**config.mk**
```make
export PLATFORM = sky130hd
export DESIGN_NAME = pc_gen
export DESIGN_NICKNAME = d
export VERILOG_FILES = /design/src/rtl/pc_gen.sv
export SDC_FILE = /design/constraint.sdc
export NUM_CORES = 1
export LEC_CHECK = 0
export CAP_MARGIN = 20
export CORE_ASPECT_RATIO = 2
export CORE_UTILIZATION = 28
export DETAILED_ROUTE_END_ITERATION = 8
export PLACE_DENSITY = 0.55
export SYNTH_ARGS = -nofsm -noshare
export SYNTH_HDL_FRONTEND = slang
export SYNTH_SLANG_ARGS = --single-unit
export TNS_END_PERCENT = 30
```
**constraint.sdc**
```tcl
create_clock -name clk -period 4.1 [get_ports clk]
set_input_delay 0.82 -clock clk [delete_from_list [all_inputs] [get_ports clk]]
set_output_delay 0.82 -clock clk [all_outputs]
set_load 0.1 [all_outputs]
```
**src/rtl/pc_gen.sv**
```systemverilog
// pc_gen: program counter and instruction fetch request generator.
// Drives the imem req/ack handshake and the IF/ID write strobe.
//
// Ports:
//   clk, rst          clock; synchronous active-high reset
//   stall_i           downstream stall (hold PC, no IF/ID write)
//   branch_i          redirect to branch_target_i (low bits aligned)
//   branch_target_i   branch/jump target
//   exc_i             redirect to EXC_VEC (beats branch_i)
//   imem_req_o        fetch request, address is pc_o
//   imem_ack_i        fetch complete this cycle
//   pc_o              current fetch address
//   ce_o              instruction memory chip enable
//   ifid_wd_o         one-cycle IF/ID write strobe
//   ifid_pc_o         PC of the instruction written on ifid_wd_o
module pc_gen #(
    parameter int                 ADDR_W     = 32,
    parameter logic [ADDR_W-1:0]  RESET_VEC  = '0,
    parameter logic [ADDR_W-1:0]  EXC_VEC    = ADDR_W'(32'h0000_0020),
    parameter int                 INST_BYTES = 4
) (
    input  logic              clk,
    input  logic              rst,
    input  logic              stall_i,
    input  logic              branch_i,
    input  logic [ADDR_W-1:0] branch_target_i,
    input  logic              exc_i,
    output logic              imem_req_o,
    input  logic              imem_ack_i,
    output logic [ADDR_W-1:0] pc_o,
    output logic              ce_o,
    output logic              ifid_wd_o,
    output logic [ADDR_W-1:0] ifid_pc_o
);

    typedef enum logic [1:0] {
        S_RST,
        S_FETCH,
        S_HOLD,
        S_DISCARD
    } state_t;

    localparam logic [ADDR_W-1:0] STEP  = ADDR_W'(INST_BYTES);
    // Clears the low log2(INST_BYTES) bits of a branch target.
    localparam logic [ADDR_W-1:0] ALIGN = ~(STEP - 1'b1);

    state_t            state_q, state_n;
    logic [ADDR_W-1:0] pc_n;
    logic [ADDR_W-1:0] tgt_q, tgt_n;
    logic [ADDR_W-1:0] ifpc_n;
    logic              ce_n;
    logic              wd_n;
    logic              redir;
    logic [ADDR_W-1:0] redir_tgt;

    assign redir     = exc_i | branch_i;
    assign redir_tgt = exc_i ? EXC_VEC : (branch_target_i & ALIGN);

    // Only S_FETCH has a request on the bus; HOLD already owns its
    // instruction and DISCARD is waiting out a stale one.
    assign imem_req_o = (state_q == S_FETCH);

    always_comb begin
        state_n = state_q;
        pc_n    = pc_o;
        tgt_n   = tgt_q;
        ifpc_n  = ifid_pc_o;
        ce_n    = ce_o;
        wd_n    = 1'b0;
        unique case (state_q)
            S_RST: begin
                ce_n    = 1'b1;
                state_n = S_FETCH;
            end
            S_FETCH: begin
                if (imem_ack_i) begin
                    if (redir) begin
                        pc_n = redir_tgt;
                    end else if (stall_i) begin
                        state_n = S_HOLD;
                    end else begin
                        wd_n   = 1'b1;
                        ifpc_n = pc_o;
                        pc_n   = pc_o + STEP;
                    end
                end else if (redir) begin
                    // Request already issued: remember where to go
                    // and throw away whatever comes back.
                    tgt_n   = redir_tgt;
                    state_n = S_DISCARD;
                end
            end
            S_HOLD: begin
                if (redir) begin
                    pc_n    = redir_tgt;
                    state_n = S_FETCH;
                end else if (!stall_i) begin
                    wd_n    = 1'b1;
                    ifpc_n  = pc_o;
                    pc_n    = pc_o + STEP;
                    state_n = S_FETCH;
                end
            end
            S_DISCARD: begin
                if (redir) begin
                    tgt_n = redir_tgt;
                end
                if (imem_ack_i) begin
                    pc_n    = redir ? redir_tgt : tgt_q;
                    state_n = S_FETCH;
                end
            end
            default: begin
                state_n = S_RST;
            end
        endcase
    end

    always_ff @(posedge clk) begin
        if (rst) begin
            state_q   <= S_RST;
            pc_o      <= RESET_VEC;
            tgt_q     <= '0;
            ce_o      <= 1'b0;
            ifid_wd_o <= 1'b0;
            ifid_pc_o <= '0;
        end else begin
            state_q   <= state_n;
            pc_o      <= pc_n;
            tgt_q     <= tgt_n;
            ce_o      <= ce_n;
            ifid_wd_o <= wd_n;
            ifid_pc_o <= ifpc_n;
        end
    end

endmodule

```
==> flow_metrics.env, run 1 <==
export IMPL_p_leak_nw=2.13
export IMPL_grt_antenna_before_repair=0
export IMPL_n_fill_cell=1796
export IMPL_pwr_share_clk=0.366
export IMPL_place_ws_ps=930
export IMPL_cts_buffers=9
export IMPL_final_cell_mix="nand2_1, dfxtp_1, clkdlybuf4s50_1"
export IMPL_comb_power_share=0.200
export IMPL_ys_ff_latch=100
export IMPL_synth_enable_flop_cells=0
export IMPL_slowest_delay_ps=1210
export IMPL_path_buf_inv=1
export IMPL_clk_pin_slew_ps=60
export IMPL_hp_class="reg2reg"
export IMPL_finalInstanceArea_mm2=0.00648
export IMPL_slowest_stage="clkdlybuf4s50_1"
export IMPL_cts_root_buf="clkbuf_16"
export IMPL_core_mm2=0.0173
export IMPL_synth_seq_area_share=0.404
export IMPL_start_util=0.287
export IMPL_die_w_um=96.1
export IMPL_yosysTopAreaCell="dfxtp_1"
export IMPL_firstDrtPassIters=5
export IMPL_num_vias=5040
export IMPL_synth_fp_nets=698
export IMPL_ir_drop_uv=251
export IMPL_maxCapViolCount=0
export IMPL_switching_share=0.316
export IMPL_p_total_mw=2.39
export IMPL_groute_usage_overall=0.180
export IMPL_diodes=0
export IMPL_p_int_mw=1.63
export IMPL_grt_pass1_wl_mm=25.2
export IMPL_cp_top_family="buffers and inverters"
export IMPL_fmax_mhz=341
export IMPL_hp_start="ifid_pc_o[18]"
export IMPL_drc=0
export IMPL_hold_violations=0
export IMPL_ioPinCount=105
export IMPL_syn_area_mm2=0.00496
export IMPL_p_switching_mw=0.755
export IMPL_rows=68
export IMPL_place_inst=929
export IMPL_path_max_fanout=7
export IMPL_post_cts_buffers=0
export IMPL_cts_tree="done"
export IMPL_outcome="completed"
export IMPL_die_h_um=190
export IMPL_end_kind="primary output"
export IMPL_syn_inst=654
export IMPL_synth_area_top_cells="dfxtp_1, nand2_1, a21oi_1, nor2_1, a22oi_1"
export IMPL_clk_latency_ps=360
export IMPL_final_common_cell="nand2_1"
export IMPL_power_frac_seq=0.434
export IMPL_whs_ps=453
export IMPL_clock_skew_ps=9.41
export IMPL_critical_path_class="reg2out"
export IMPL_area_delta_synth_final_pct=30.8
export IMPL_yosys_warnings=0
export IMPL_wl_per_cell_um=16.9
export IMPL_via_per_inst=5.33
export IMPL_ys_types=58
export IMPL_hpwlAfterDp_mm=11.7
export IMPL_worstReg2RegStart="state_q[1]"
export IMPL_fin_crit_ps=2940
export IMPL_htree_levels=3
export IMPL_cts_buffer_depth=2
export IMPL_gp_congestion=0.843
export IMPL_synth_top_cell_area_share=0.404
export IMPL_crit_required_ps=3280
export IMPL_drive_above_1_share=0.0666
export IMPL_postRouteAntennaNets=0
export IMPL_finalSetupTns_ps=0
export IMPL_maxSlewViolCount=0
export IMPL_cp_start_kind="register"
export IMPL_nets=775
export IMPL_grt_max_degree=63
export IMPL_post_dp_cell_area_mm2=0.00615
export IMPL_crit_arrival_ps=2120
export IMPL_period_share=0.716
export IMPL_io_buffers=102
export IMPL_setup_violations=0
export IMPL_cp_cell_sequence="clkdlybuf4s50_1"
export IMPL_finalWorstSetupSlack_ps=1160
export IMPL_numClockSinks=100
export IMPL_synthArstFlopShare=0
export IMPL_grt_pass1_vias=4641
export IMPL_powerDensity_mw_per_mm2=368
export IMPL_r2r_slack_ps=1590
export IMPL_synth_ff_type="dfxtp_1"
export IMPL_grt_setup_unrepaired="no"
export IMPL_postSynthAreaPerCell_um2=7.58
export IMPL_drtIter0Drc=276
export IMPL_relSlewSlack=0.318
export IMPL_cts_resized_gates=0
export IMPL_wl_mm=16.0
export IMPL_ctsHoldBuffers=0
export IMPL_worst_pin_slew_ps=1020
export IMPL_startpoint="pc_o[17]"
export IMPL_die_area_mm2=0.0183
export IMPL_postLayoutCoreUtil=0.375
export IMPL_final_cell_count_no_fill=946
export IMPL_overflow=0
## kinds of logic after synthesis
| group | synth area share |
|---|---|
| AND/OR/NAND/NOR | 0.289 |
| AO/OA/AOI/OAI | 0.228 |
| flip-flops | 0.404 |
| buffers and inverters | 0.0495 |
| multiplexers | 0.0141 |
| adder cells (fa/ha/maj) | 0.0151 |
## Yosys cell counts (6+ instances only)
master and n:
nor3_1 13, mux2i_1 7, inv_1 10, or3_1 6, dfxtp_1 100, buf_2 10
a211oi_1 6, nand3b_1 16, nor2_1 65, ha_1 6, o21ai_0 14, nor4_1 10
nand3_1 18, a22oi_1 32, nand2_1 127, clkbuf_1 39, and3_1 9, a21oi_1 78
nand4_1 9, o21ai_1 10
## sequential cells by signal, summed over array words and instances (netlist names)
name	cells
ce_o	1
ifid_pc_o	32
ifid_wd_o	1
tgt_q	32
pc_o	32
state_q	2
## power groups by stage
| stage | Combinational (mW) | Sequential (mW) | Clock (mW) |
|---|---|---|---|
| after floorplan | 0.213 | 1.16 | 0 |
| after global placement | 0.470 | 1.06 | 0 |
| after detailed placement | 0.475 | 1.06 | 0 |
| after CTS | 0.477 | 1.04 | 0.901 |
| after global routing | 0.511 | 1.04 | 0.938 |
| final | 0.478 | 1.04 | 0.873 |
## layer usage
metal	track usage	vias up	part of all wire
met1	0.216	2354	0.41
li1	-	2487	-
met4	0.0970	0	0.039
met5	0	-	0
met2	0.303	162	0.51
met3	0.0224	37	0.040
## final cells by class
class / count / area [µm²] / share of cell area
repair buffers: 118 / 1160 / 0.179
clock buffers: 11 / 243 / 0.0374
flip-flops and latches: 100 / 2000 / 0.309
inverters: 10 / 37.5 / 0.00579
clock inverters: 5 / 58.8 / 0.00907
well taps: 210 / 263 / 0.0405
multi-input cells: 492 / 2720 / 0.419
## final timing paths
check	end	depth (start not counted)
worst min register to register	ifid_pc_o[18]	2
worst min-delay path	ifid_pc_o[18]	2
worst max-delay path	pc_o[17]	1
worst max register to register	pc_o[14]	7
No activity file was read; power rests on OpenSTA's default activity.
==> run 2, diff against run 1 <==
--- a/config.mk
+++ b/config.mk
@@ -9,7 +9,7 @@
 export CORE_ASPECT_RATIO = 2
 export CORE_UTILIZATION = 28
 export DETAILED_ROUTE_END_ITERATION = 8
-export PLACE_DENSITY = 0.55
+export PLACE_DENSITY = 0.57
 export SYNTH_ARGS = -nofsm -noshare
 export SYNTH_HDL_FRONTEND = slang
 export SYNTH_SLANG_ARGS = --single-unit
==> constraint.sdc (replaced) <==
create_clock -name clk -period 2.7 [get_ports clk]
set_input_delay 0.54 -clock clk [delete_from_list [all_inputs] [get_ports clk]]
set_output_delay 0.54 -clock clk [all_outputs]
set_load 0.1 [all_outputs]
==> run 2 against run 1 <==
Net effect: wire length up 1.3%; sequential share of layout area about the same; via count down 0.22%; setup slack worse by 600 ps; non-clock buffer count up 22; critical path type is now reg2reg; die area unchanged; critical endpoint is now pc_o[24].
==> flow_metrics.env, run 2 (synthesis results as in run 1) <==
export IMPL_end_kind="register"
export IMPL_drive_above_1_share=0.180
export IMPL_crit_required_ps=2980
export IMPL_maxCapViolCount=0
export IMPL_place_inst=952
export IMPL_gp_congestion=0.849
export IMPL_die_h_um=190
export IMPL_io_buffers=102
export IMPL_ctsHoldBuffers=0
export IMPL_worst_path_stages=6
export IMPL_finalSetupTns_ps=0
export IMPL_grt_pass1_vias=4773
export IMPL_clk_pin_slew_ps=70
export IMPL_holdPathStages=2
export IMPL_outcome="completed"
export IMPL_nets=797
export IMPL_slowest_stage="or4_1"
export IMPL_crit_arrival_ps=2420
export IMPL_die_area_mm2=0.0183
export IMPL_period_share=0.792
export IMPL_postLayoutCoreUtil=0.375
export IMPL_cts_tree="done"
export IMPL_grt_setup_unrepaired="no"
export IMPL_grt_max_degree=69
export IMPL_ioPinCount=105
export IMPL_final_common_cell="nand2_1"
export IMPL_cp_cell_sequence="inv_1, ha_1, o21ba_2, a211o_1, or4_1, o211ai_1"
export IMPL_clock_skew_ps=13.5
export IMPL_cp_start_kind="register"
export IMPL_groute_usage_overall=0.183
export IMPL_via_per_inst=5.20
export IMPL_num_vias=5029
export IMPL_hold_violations=0
export IMPL_fin_crit_ps=2140
export IMPL_place_ws_ps=226
export IMPL_cts_resized_gates=0
export IMPL_whs_ps=454
export IMPL_final_cell_mix="nand2_1, buf_4, dfxtp_1"
export IMPL_slowest_delay_ps=550
export IMPL_ff2ff_path_depth=6
export IMPL_worst_pin_slew_ps=674
export IMPL_post_dp_cell_area_mm2=0.00617
export IMPL_critical_path_class="reg2reg"
export IMPL_cts_root_buf="clkbuf_16"
export IMPL_clk_latency_ps=350
export IMPL_path_max_fanout=15
export IMPL_start_util=0.287
export IMPL_cts_buffers=9
export IMPL_wl_per_cell_um=16.8
export IMPL_grt_pass1_wl_mm=25.5
export IMPL_drc=0
export IMPL_overflow=0
export IMPL_n_fill_cell=1848
export IMPL_cp_top_family="compound AO/OA/AOI/OAI gates"
export IMPL_finalWorstSetupSlack_ps=563
export IMPL_firstDrtPassIters=6
export IMPL_rows=68
export IMPL_numClockSinks=100
export IMPL_powerDensity_mw_per_mm2=567
export IMPL_final_cell_count_no_fill=967
export IMPL_ir_drop_uv=253
export IMPL_diodes=0
export IMPL_relSlewSlack=0.546
export IMPL_postRouteAntennaNets=0
export IMPL_wl_mm=16.2
export IMPL_area_delta_synth_final_pct=30.6
export IMPL_die_w_um=96.1
export IMPL_hp_class="reg2reg"
export IMPL_finalInstanceArea_mm2=0.00648
export IMPL_maxSlewViolCount=0
export IMPL_p_leak_nw=2.37
export IMPL_reg_largest_list="ifid_pc_o (32), pc_o (32), tgt_q (32)"
export IMPL_hpwlAfterDp_mm=12.0
export IMPL_core_mm2=0.0173
export IMPL_grt_antenna_before_repair=0
export IMPL_htree_levels=3
export IMPL_setup_violations=0
export IMPL_post_cts_buffers=0
export IMPL_drtIter0Drc=282
export IMPL_path_buf_inv=1
export IMPL_fmax_mhz=468
export IMPL_p_total_mw=3.67
export IMPL_cts_buffer_depth=2
==> run 2: worst register-to-register path, cell delays in order, from the launching register on <==
cell and delay (ps):
dfxtp_1 370, inv_1 90, ha_1 200, o21ba_2 280
a211o_1 490, or4_1 550, o211ai_1 90
==> run 2: area by class of cell <==
cell class	instances	area [µm²]	area share
clock inverter	3	46.3	0.00715
inverter	10	37.5	0.00580
sequential	100	2000	0.309
multi-input combinational	492	2720	0.420
timing repair buffer	140	1150	0.178
clock buffer	12	256	0.0396
tap	210	263	0.0406
==> run 2: worst paths after layout <==
| kind | start | to | slack [ps] |
|---|---|---|---|
| hold / removal | ifid_pc_o[20] | ifid_pc_o[20] | 450 |
| hold reg to reg | ifid_pc_o[20] | ifid_pc_o[20] | 450 |
| setup reg to reg | state_q[1] | pc_o[24] | 560 |
| setup / recovery | state_q[1] | pc_o[24] | 560 |
==> run 2: per-layer routing <==
layer | GRT usage | vias up | part of all wire
met5 | 0 | - | 0
met4 | 0.0867 | 0 | 0.030
met3 | 0.0152 | 25 | 0.029
met2 | 0.324 | 131 | 0.53
met1 | 0.215 | 2344 | 0.41
li1 | - | 2529 | -
==> run 2: power breakdown <==
part           internal [mW]  total (mW)  switching, mW
registers               1.52        1.57         0.0466
logic                  0.237       0.761          0.524
clock network          0.767        1.35          0.579
total                   2.52        3.67           1.15
==> run 3, diff against run 2 <==
--- a/config.mk
+++ b/config.mk
@@ -9,7 +9,7 @@
 export CORE_ASPECT_RATIO = 2
 export CORE_UTILIZATION = 28
 export DETAILED_ROUTE_END_ITERATION = 8
-export PLACE_DENSITY = 0.57
+export PLACE_DENSITY = 0.55
 export SYNTH_ARGS = -nofsm -noshare
 export SYNTH_HDL_FRONTEND = slang
 export SYNTH_SLANG_ARGS = --single-unit
==> constraint.sdc (replaced) <==
create_clock -name clk -period 2.2 [get_ports clk]
set_input_delay 0.44 -clock clk [delete_from_list [all_inputs] [get_ports clk]]
set_output_delay 0.44 -clock clk [all_outputs]
set_load 0.1 [all_outputs]
==> run 3 against run 2 <==
Net effect: hold slack got worse by 53 ps; first-iteration DRC count rose by 31%; register-to-register slack got worse by 410 ps; clock-buffer cell count fell by 3; clock skew fell by 7.4 ps; core utilization rose by 1.5 points; non-clock buffer count rose by 17; design area rose by 4.1%; critical path depth did not move; critical endpoint is now pc_o[15]; die area did not move; total power rose by 31%; largest power group unchanged; critical path type unchanged; sequential share of layout area fell by 0.79 points; largest cell class unchanged.
==> flow_metrics.env, run 3 (synthesis results as in run 1) <==
export IMPL_cp_start_kind="register"
export IMPL_clock_skew_ps=6.01
export IMPL_area_delta_synth_final_pct=36.0
export IMPL_cts_buffer_depth=2
export IMPL_wl_per_cell_um=17.1
export IMPL_cts_root_buf="clkbuf_16"
export IMPL_startpoint="state_q[0]"
export IMPL_ir_drop_uv=403
export IMPL_num_vias=5233
export IMPL_grt_setup_unrepaired="no"
export IMPL_finalInstanceArea_mm2=0.00674
export IMPL_ff2ff_path_depth=6
export IMPL_die_area_mm2=0.0183
export IMPL_fin_crit_ps=2050
export IMPL_final_common_cell="nand2_1"
export IMPL_grt_max_degree=47
export IMPL_rows=68
export IMPL_diodes=0
export IMPL_place_ws_ps=-97.8
export IMPL_fmax_mhz=488
export IMPL_slowest_delay_ps=460
export IMPL_crit_arrival_ps=2280
export IMPL_period_share=0.932
export IMPL_setup_violations=0
export IMPL_outcome="completed"
export IMPL_postLayoutCoreUtil=0.390
export IMPL_numClockSinks=100
export IMPL_hpwlAfterDp_mm=12.8
export IMPL_core_mm2=0.0173
export IMPL_powerDensity_mw_per_mm2=715
export IMPL_io_buffers=102
export IMPL_post_dp_cell_area_mm2=0.00639
export IMPL_relSlewSlack=0.619
export IMPL_drtIter0Drc=370
export IMPL_groute_usage_overall=0.191
export IMPL_via_per_inst=5.31
export IMPL_grt_antenna_before_repair=0
export IMPL_end_kind="register"
export IMPL_start_util=0.287
export IMPL_clk_latency_ps=360
export IMPL_cts_buffers=9
export IMPL_firstDrtPassIters=5
export IMPL_hp_start="rst"
export IMPL_clk_pin_slew_ps=70
export IMPL_ioPinCount=105
export IMPL_p_leak_nw=2.51
export IMPL_worstReg2RegStart="state_q[0]"
export IMPL_finalWorstSetupSlack_ps=150
export IMPL_die_h_um=190
export IMPL_maxCapViolCount=0
export IMPL_maxSlewViolCount=0
export IMPL_gp_congestion=0.829
export IMPL_postRouteAntennaNets=0
export IMPL_die_w_um=96.1
export IMPL_final_cell_mix="nand2_1, buf_4, a21oi_1"
export IMPL_p_total_mw=4.82
export IMPL_reg_largest_list="ifid_pc_o (32), pc_o (32), tgt_q (32)"
export IMPL_slowest_stage="or3_1"
export IMPL_drc=0
export IMPL_cp_cell_sequence="inv_1, ha_1, or3_1, buf_4, o311ai_1, o21ai_1"
export IMPL_drive_above_1_share=0.231
export IMPL_hold_violations=0
export IMPL_crit_required_ps=2430
export IMPL_grt_pass1_wl_mm=26.7
export IMPL_hp_class="in2reg"
export IMPL_overflow=0
export IMPL_holdPathStages=2
export IMPL_finalSetupTns_ps=0
export IMPL_path_max_fanout=6
export IMPL_post_cts_buffers=0
export IMPL_worst_pin_slew_ps=567
export IMPL_nets=814
export IMPL_wl_mm=16.8
export IMPL_cts_tree="done"
export IMPL_grt_pass1_vias=5003
export IMPL_critical_path_class="reg2reg"
export IMPL_htree_levels=3
## run 3: cell count changes in the layout (fill, tap and decap cells not counted), moves of 2 or more
cell,before,now
dfxtp_1,100,77
clkbuf_8,2,0
buf_4,103,115
buf_12,2,6
bufinv_16,1,3
dfxtp_2,0,23
inv_6,0,2
## run 3: worst paths after layout
path | slack [ps] | endpoint
setup / recovery | 150 | pc_o[15]
hold / removal | 400 | ifid_wd_o
setup reg to reg | 150 | pc_o[15]
hold reg to reg | 460 | ifid_pc_o[9]
## run 3: routing by layer
layer,track usage,vias to the layer above,share of wire
li1,-,2565,-
met1,0.222,2465,0.40
met2,0.337,168,0.53
met3,0.0216,35,0.037
met4,0.0901,0,0.034
met5,0,-,0
## run 3: worst max-delay path: cells and delay by family, from the launching register on
| kind | cells | cell delay [ps] |
|---|---|---|
| DFF | 1 | 430 |
| adders and majority gates | 1 | 330 |
| AOI/OAI and AO/OA | 2 | 410 |
| buffers and inverters | 2 | 290 |
| and+or+nand+nor | 1 | 460 |
## run 3: cell type report
class / count / area, µm²
well taps: 210 / 263
flip-flops and latches: 100 / 2030
clock inverters: 7 / 121
inverters: 10 / 37.5
repair buffers: 157 / 1340
fillers: 1794 / 10500
clock buffers: 9 / 225
multi-input cells: 492 / 2730
## run 3: power by group
group | switching (mW) | internal (mW) | total, mW
Combinational | 0.653 | 0.350 | 1.00
Sequential | 0.0680 | 1.87 | 1.94
Clock | 0.757 | 1.12 | 1.88
Total | 1.48 | 3.34 | 4.82
## run 3: what timing repair did
item	CTS	global route
gates resized for setup	0	1
endpoints found under the setup margin	0	1
hold buffers	0	0
## run 3: stage by stage
step                      instances  hold slack [ps]
final                           985              402
after global routing            985              416
after CTS                       985              411
after detailed placement        969              449
after global placement          969              444
after floorplan                 654              446
